**src/rtl/syn_md_sel_if.sv**
```systemverilog
// -----------------------------------------------------------------------------
// syn_md_sel_if
// Mode-request handshake between the DSP-side register interface and the
// sync-mode switch sequencer.
//   req_valid : request strobe (master -> slave)
//   req_mode  : requested mode, 0 idle, 1 RT/sw1, 2 RT/sw2, 3 soft
//   req_ready : sequencer can accept a request (slave -> master)
// A transfer happens on a clock edge where req_valid and req_ready are both 1.
// -----------------------------------------------------------------------------
interface syn_md_sel_if;
    logic       req_valid;
    logic [1:0] req_mode;
    logic       req_ready;

    modport master (
        output req_valid,
        output req_mode,
        input  req_ready
    );

    modport slave (
        input  req_valid,
        input  req_mode,
        output req_ready
    );
endinterface

```
**src/rtl/syn_md_sel.sv**
```systemverilog
// -----------------------------------------------------------------------------
// syn_md_sel
// Sync-mode switch sequencer for the soft_d / rt_sw / sw1 / sw2 select lines
// consumed by syn_md_combine. Every mode change is break-before-make: all
// selects go low for DEAD_CYC clocks, the new pattern is then driven and
// held for HOLD_CYC clocks before another request is accepted.
//
// Parameters
//   DEAD_CYC : break interval in clocks (1..65535)
//   HOLD_CYC : minimum hold of a new pattern in clocks (1..65535)
// Ports
//   sysclk   : system clock (100 MHz)
//   sysrst   : synchronous active-high reset
//   req      : mode-request handshake (slave side of syn_md_sel_if)
//   md_done  : one-cycle pulse when a pattern completes its hold, or one
//              cycle after a same-mode request
//   md_cur   : mode applied; during the break it already shows the target
//   soft_d   : soft-drive select
//   rt_sw    : real-time switch select
//   sw1      : path-1 select
//   sw2      : path-2 select
//   drop_cnt : (only with SYN_MD_DROP_CNT_EN) saturating count of requests
//              presented while req_ready was low
//
// Optional feature macro: SYN_MD_DROP_CNT_EN
// All outputs come straight from flops; there is no combinational path from
// the request inputs to any select line.
// -----------------------------------------------------------------------------
module syn_md_sel #(
    parameter int unsigned DEAD_CYC = 20,
    parameter int unsigned HOLD_CYC = 100
) (
    input  logic        sysclk,
    input  logic        sysrst,
    syn_md_sel_if.slave req,
    output logic        md_done,
    output logic [1:0]  md_cur,
    output logic        soft_d,
    output logic        rt_sw,
    output logic        sw1,
    output logic        sw2
`ifdef SYN_MD_DROP_CNT_EN
    ,
    output logic [7:0]  drop_cnt
`endif
);

    typedef enum logic [1:0] {
        ST_STABLE = 2'd0,
        ST_BREAK  = 2'd1,
        ST_MAKE   = 2'd2
    } state_t;

    // The counter counts from 0, so the last cycle of a phase is N-1.
    localparam logic [15:0] DEAD_LAST = 16'(DEAD_CYC - 32'd1);
    localparam logic [15:0] HOLD_LAST = 16'(HOLD_CYC - 32'd1);

    // Select pattern packed as {soft_d, rt_sw, sw1, sw2}. sw1 and sw2 are
    // never set together by any mode, which keeps the two paths exclusive.
    function automatic logic [3:0] sel_decode(input logic [1:0] mode);
        logic [3:0] sel;
        case (mode)
            2'd0:    sel = 4'b0000;
            2'd1:    sel = 4'b0110;
            2'd2:    sel = 4'b0101;
            2'd3:    sel = 4'b1000;
            default: sel = 4'b0000;
        endcase
        return sel;
    endfunction

    state_t      state_r;
    state_t      state_s;
    logic [15:0] cnt_r;
    logic [15:0] cnt_s;
    logic [1:0]  md_cur_r;
    logic [1:0]  md_cur_s;
    logic [3:0]  sel_r;
    logic [3:0]  sel_s;
    logic        ready_r;
    logic        ready_s;
    logic        done_r;
    logic        done_s;
    logic        accept_s;

    // Next-state and next-output logic; outputs are computed one cycle ahead
    // so that every output can be taken directly from a register.
    always_comb begin
        state_s  = state_r;
        cnt_s    = cnt_r;
        md_cur_s = md_cur_r;
        sel_s    = sel_r;
        ready_s  = ready_r;
        done_s   = 1'b0;
        accept_s = req.req_valid && ready_r;

        case (state_r)
            ST_STABLE: begin
                sel_s   = sel_decode(md_cur_r);
                ready_s = 1'b1;
                if (accept_s) begin
                    if (req.req_mode != md_cur_r) begin
                        // Start the break: selects drop immediately, md_cur
                        // already reports the target.
                        state_s  = ST_BREAK;
                        md_cur_s = req.req_mode;
                        cnt_s    = 16'd0;
                        sel_s    = 4'b0000;
                        ready_s  = 1'b0;
                    end else begin
                        // Same-mode request: acknowledged, pattern untouched.
                        done_s = 1'b1;
                    end
                end else begin
                    cnt_s = 16'd0;
                end
            end

            ST_BREAK: begin
                ready_s = 1'b0;
                if (cnt_r == DEAD_LAST) begin
                    state_s = ST_MAKE;
                    cnt_s   = 16'd0;
                    sel_s   = sel_decode(md_cur_r);
                end else begin
                    cnt_s = cnt_r + 16'd1;
                    sel_s = 4'b0000;
                end
            end

            ST_MAKE: begin
                sel_s = sel_decode(md_cur_r);
                if (cnt_r == HOLD_LAST) begin
                    state_s = ST_STABLE;
                    cnt_s   = 16'd0;
                    ready_s = 1'b1;
                    done_s  = 1'b1;
                end else begin
                    cnt_s   = cnt_r + 16'd1;
                    ready_s = 1'b0;
                end
            end

            default: begin
                // Unreachable encoding: fall back to a safe idle pattern.
                state_s  = ST_STABLE;
                cnt_s    = 16'd0;
                md_cur_s = 2'd0;
                sel_s    = 4'b0000;
                ready_s  = 1'b1;
            end
        endcase
    end

    // Sequencer state, counter and registered outputs.
    always_ff @(posedge sysclk) begin
        if (sysrst) begin
            state_r  <= ST_STABLE;
            cnt_r    <= 16'd0;
            md_cur_r <= 2'd0;
            sel_r    <= 4'b0000;
            ready_r  <= 1'b1;
            done_r   <= 1'b0;
        end else begin
            state_r  <= state_s;
            cnt_r    <= cnt_s;
            md_cur_r <= md_cur_s;
            sel_r    <= sel_s;
            ready_r  <= ready_s;
            done_r   <= done_s;
        end
    end

`ifdef SYN_MD_DROP_CNT_EN
    logic [7:0] drop_cnt_r;

    // Count requests presented while busy; holds at 255 instead of wrapping.
    always_ff @(posedge sysclk) begin
        if (sysrst) begin
            drop_cnt_r <= 8'd0;
        end else if (req.req_valid && !ready_r && (drop_cnt_r != 8'hFF)) begin
            drop_cnt_r <= drop_cnt_r + 8'd1;
        end else begin
            drop_cnt_r <= drop_cnt_r;
        end
    end

    assign drop_cnt = drop_cnt_r;
`endif

    assign req.req_ready = ready_r;
    assign md_done       = done_r;
    assign md_cur        = md_cur_r;
    assign soft_d        = sel_r[3];
    assign rt_sw         = sel_r[2];
    assign sw1           = sel_r[1];
    assign sw2           = sel_r[0];

endmodule

```
**src/flat_wrapper.sv**
```systemverilog
// flat-port wrapper written by rule: the top's interface ports become plain ports
module syn_md_sel_flat 
#(
    parameter int unsigned DEAD_CYC = 20,
    parameter int unsigned HOLD_CYC = 100
)
  (sysclk, sysrst, md_done, md_cur, soft_d, rt_sw, sw1, sw2, req_req_valid, req_req_mode, req_req_ready);
  syn_md_sel_if req_i ();
  input  logic sysclk;
  input  logic sysrst;
  output logic md_done;
  output logic [1:0] md_cur;
  output logic soft_d;
  output logic rt_sw;
  output logic sw1;
  output logic sw2;
  input wire logic [$bits(req_i.req_valid)-1:0] req_req_valid;
  input wire logic [$bits(req_i.req_mode)-1:0] req_req_mode;
  output wire logic [$bits(req_i.req_ready)-1:0] req_req_ready;
  assign req_i.req_valid = req_req_valid;
  assign req_i.req_mode = req_req_mode;
  assign req_req_ready = req_i.req_ready;
  syn_md_sel #(.DEAD_CYC(DEAD_CYC), .HOLD_CYC(HOLD_CYC)) u_core (.sysclk(sysclk), .sysrst(sysrst), .req(req_i), .md_done(md_done), .md_cur(md_cur), .soft_d(soft_d), .rt_sw(rt_sw), .sw1(sw1), .sw2(sw2));
endmodule
```
**config.mk**
```make
export PLATFORM = sky130hd
export DESIGN_NAME = syn_md_sel_flat
export DESIGN_NICKNAME = d
export VERILOG_FILES = /design/src/rtl/syn_md_sel_if.sv /design/src/rtl/syn_md_sel.sv /design/src/flat_wrapper.sv
export SDC_FILE = /design/constraint.sdc
export NUM_CORES = 1
export LEC_CHECK = 0
export CORE_MARGIN = 1
export CORE_UTILIZATION = 40
export DETAILED_ROUTE_END_ITERATION = 16
export SLEW_MARGIN = 20
export SYNTH_ARGS = -nofsm -noshare
export SYNTH_HDL_FRONTEND = slang
export SYNTH_SLANG_ARGS = --single-unit
```
**constraint.sdc**
```tcl
create_clock -name sysclk -period 4.8 [get_ports sysclk]
set_clock_uncertainty 0.1 [all_clocks]
set_input_delay 0.96 -clock sysclk [delete_from_list [all_inputs] [get_ports sysclk]]
set_output_delay 0.96 -clock sysclk [all_outputs]
set_load 0.01 [all_outputs]
```
==> flow_metrics.env <==
export IMPL_status="complete, no violations"
export IMPL_placementRows=21
export IMPL_multiInputGateArea_um2=842
export IMPL_synthesis_nets=173
export IMPL_post_cts_buffers=0
export IMPL_min_to="u_core.cnt_r[1]"
export IMPL_routed_via_count=1209
export IMPL_tightest_slew_ns=0.468
export IMPL_path_max_fanout=10
export IMPL_drc=0
export IMPL_fp_dieW_um=61.8
export IMPL_seq_area_um2=520
export IMPL_antenna_found_initial=0
export IMPL_cts_repair_resized=0
export IMPL_hpwlAfterDp_um=2190
export IMPL_syn_cell_area_um2=1430
export IMPL_met2_length_um=1390
export IMPL_synth_edf_count=0
export IMPL_yosys_warnings=0
export IMPL_cp_end_kind="flip-flop"
export IMPL_min_period_over_period=0.517
export IMPL_worst_slack_ns=2.32
export IMPL_cts_sinks=26
export IMPL_cts_buffer_depth=2
export IMPL_io_pins=13
export IMPL_met3_length_um=109
export IMPL_setup_violations_final=0
export IMPL_routed_top_layer="met4"
export IMPL_route_detailed_wl_per_inst_um=13.9
export IMPL_hp_start="u_core.cnt_r[1]"
export IMPL_avgViaCountPerCell=5.60
export IMPL_yosysUniqueCellTypes=42
export IMPL_clkLatencyLatePin_ns=0.33
export IMPL_rr_endpoint="u_core.cnt_r[6]"
export IMPL_drt_initial_drc_count=100
export IMPL_place_port_buffers=12
export IMPL_core_um2=3390
export IMPL_ant_nets=0
export IMPL_grt_max_degree=14
export IMPL_powerDensity_nw_per_um2=351
export IMPL_worstSetupPathType="input pin to flip-flop"
export IMPL_cts_buffers=3
export IMPL_die_area_um2=3820
export IMPL_synth_async_reset_ratio=0
export IMPL_fmax_mhz=403
export IMPL_die_h_um=61.8
export IMPL_drt_pass1_iterations=4
export IMPL_gp_congestion=0.793
export IMPL_hold_path_class="flip-flop to flip-flop"
export IMPL_grt_pass1_vias=1082
export IMPL_postCtsHoldBufs=0
export IMPL_grt_pass1_wl_um=5000
export IMPL_cp_startpoint="req_req_mode[0]"
export IMPL_start_util=0.422
export IMPL_syn_to_final_growth_pct=11.9
export IMPL_fillers=328
export IMPL_hold_viol=0
export IMPL_ir_worst_vdd_mv=0.119
export IMPL_ys_seq_elements=26
export IMPL_diodes=0
export IMPL_drive_gt1_frac=0.0706
export IMPL_rrSetupSlack_ns=2.53
export IMPL_rr_startpoint="u_core.cnt_r[0]"
export IMPL_rsz0062_at_grt="no"
export IMPL_clkTransAtPathRegs_ns=0.14
export IMPL_synthCells=160
export IMPL_holdPathStages=2
export IMPL_power_leakage_nw=0.549
export IMPL_routed_wl_um=3000
export IMPL_avgSynthCellArea_um2=8.94
export IMPL_tns_ns=0
export IMPL_met1_length_um=1440
export IMPL_finalMaxSlewViolations=0
export IMPL_nets=185
export IMPL_htreeDepth=1
export IMPL_ys_seq_area_frac=0.364
export IMPL_ff2ff_path_depth=6
export IMPL_required_ns=4.91
export IMPL_synth_ff_type="dfxtp_1"
export IMPL_timing_hold_ws_ns=0.384
export IMPL_max_cap_violations=0
export IMPL_grt_ovfl_total=0
export IMPL_cts_tree="yes"
export IMPL_start_kind="input pin"
export IMPL_cts_root_buf="clkbuf_4"
export IMPL_arrival_ns=2.60
export IMPL_period_minus_slack_ns=2.48
export IMPL_place_ws_ns=1.98
export IMPL_grt_usage=0.181
export IMPL_slew_headroom=0.687
how the worst max path moves through the flow:
stage | endpoint | slack, ns | cells after the start
after global placement | u_core.cnt_r[6] | 2.03 | 6
after CTS | u_core.cnt_r[6] | 2.31 | 6
after floorplan | u_core.cnt_r[11] | 2.51 | 5
final | u_core.cnt_r[6] | 2.32 | 6
after global routing | u_core.cnt_r[6] | 2.09 | 6
after detailed placement | u_core.cnt_r[6] | 1.98 | 6
flip-flops by register name (all words and copies together), names as in the netlist:
register / flops
u_core.md_cur: 2
u_core.md_done: 1
u_core.state_r: 2
u_core.req.req_ready: 1
u_core.sel_r: 4
u_core.cnt_r: 16
synth_stat cells (all sizes together) (3+ instances only):
master	number	area (µm²)
a21oi	8	40.0
a31oi	4	25.0
and2	6	37.5
and3	4	26.3
dfxtp	26	521
ha	8	100
inv	10	37.5
nand2	9	33.8
nand3	13	70.1
nand4	8	50.1
nor2	14	52.6
nor4	3	46.3
o21ai	4	31.3
or4	5	37.5
xnor2	4	35.0
xor2	8	70.1
routing by layer:
layer	global-route usage	vias up
li1	-	601
met1	0.243	577
met2	0.287	26
met3	0.0311	5
met4	0.0794	0
met5	0	-
cell families after synthesis:
logic type / Yosys count / synth area share
and+or+nand+nor: 72 / 0.311
AOI/OAI and AO/OA: 27 / 0.135
DFF: 26 / 0.364
buffers and inverters: 15 / 0.0472
xor gates and xnor gates: 12 / 0.0735
adders and majority gates: 8 / 0.0700
area by class of cell:
class,count,area share
well taps,46,0.0360
inverters,10,0.0235
repair buffers,12,0.0751
flip-flops and latches,26,0.325
multi-input cells,119,0.526
clock buffers,3,0.0141
critical path: stages:
cell and delay, ns:
clkdlybuf4s50_1 0.44, xnor2_1 0.31, nand3_1 0.40, nand4_1 0.25
xor2_1 0.17, nor2_1 0.06
cells in the final DEF (no fill, tap or decap), types with 2 or more instances in the layout:
master           instances
or4_1                    5
and2_1                   6
and3_1                   3
clkbuf_4                 3
nor4_2                   2
nand3_1                 12
nand4_1                  8
nand4b_1                 2
xnor2_1                  4
ha_1                     8
nor2b_1                  2
o31a_1                   2
a22oi_1                  2
dfxtp_1                 26
a21oi_1                  8
nand2_1                  9
clkdlybuf4s50_1         12
inv_1                   10
xor2_1                   8
nor2_1                  14
o21ai_0                  3
a31oi_1                  4
where the power goes:
part,switching [mW],internal (mW),total (mW)
Combinational,0.120,0.0920,0.212
Clock,0.0635,0.0295,0.0930
Sequential,0.0191,0.238,0.257
through the flow:
step           area, µm²  utilization  cells  total power, mW
2_1_floorplan       1430            -    160            0.405
3_3_place_gp        1580        0.465    213            0.468
3_5_place_dp        1580        0.465    213            0.472
4_1_cts             1600        0.472    216            0.567
5_1_grt             1600        0.472    216            0.608
6_report            1600        0.472    216            0.562
Power figures use the tool's default switching activity.
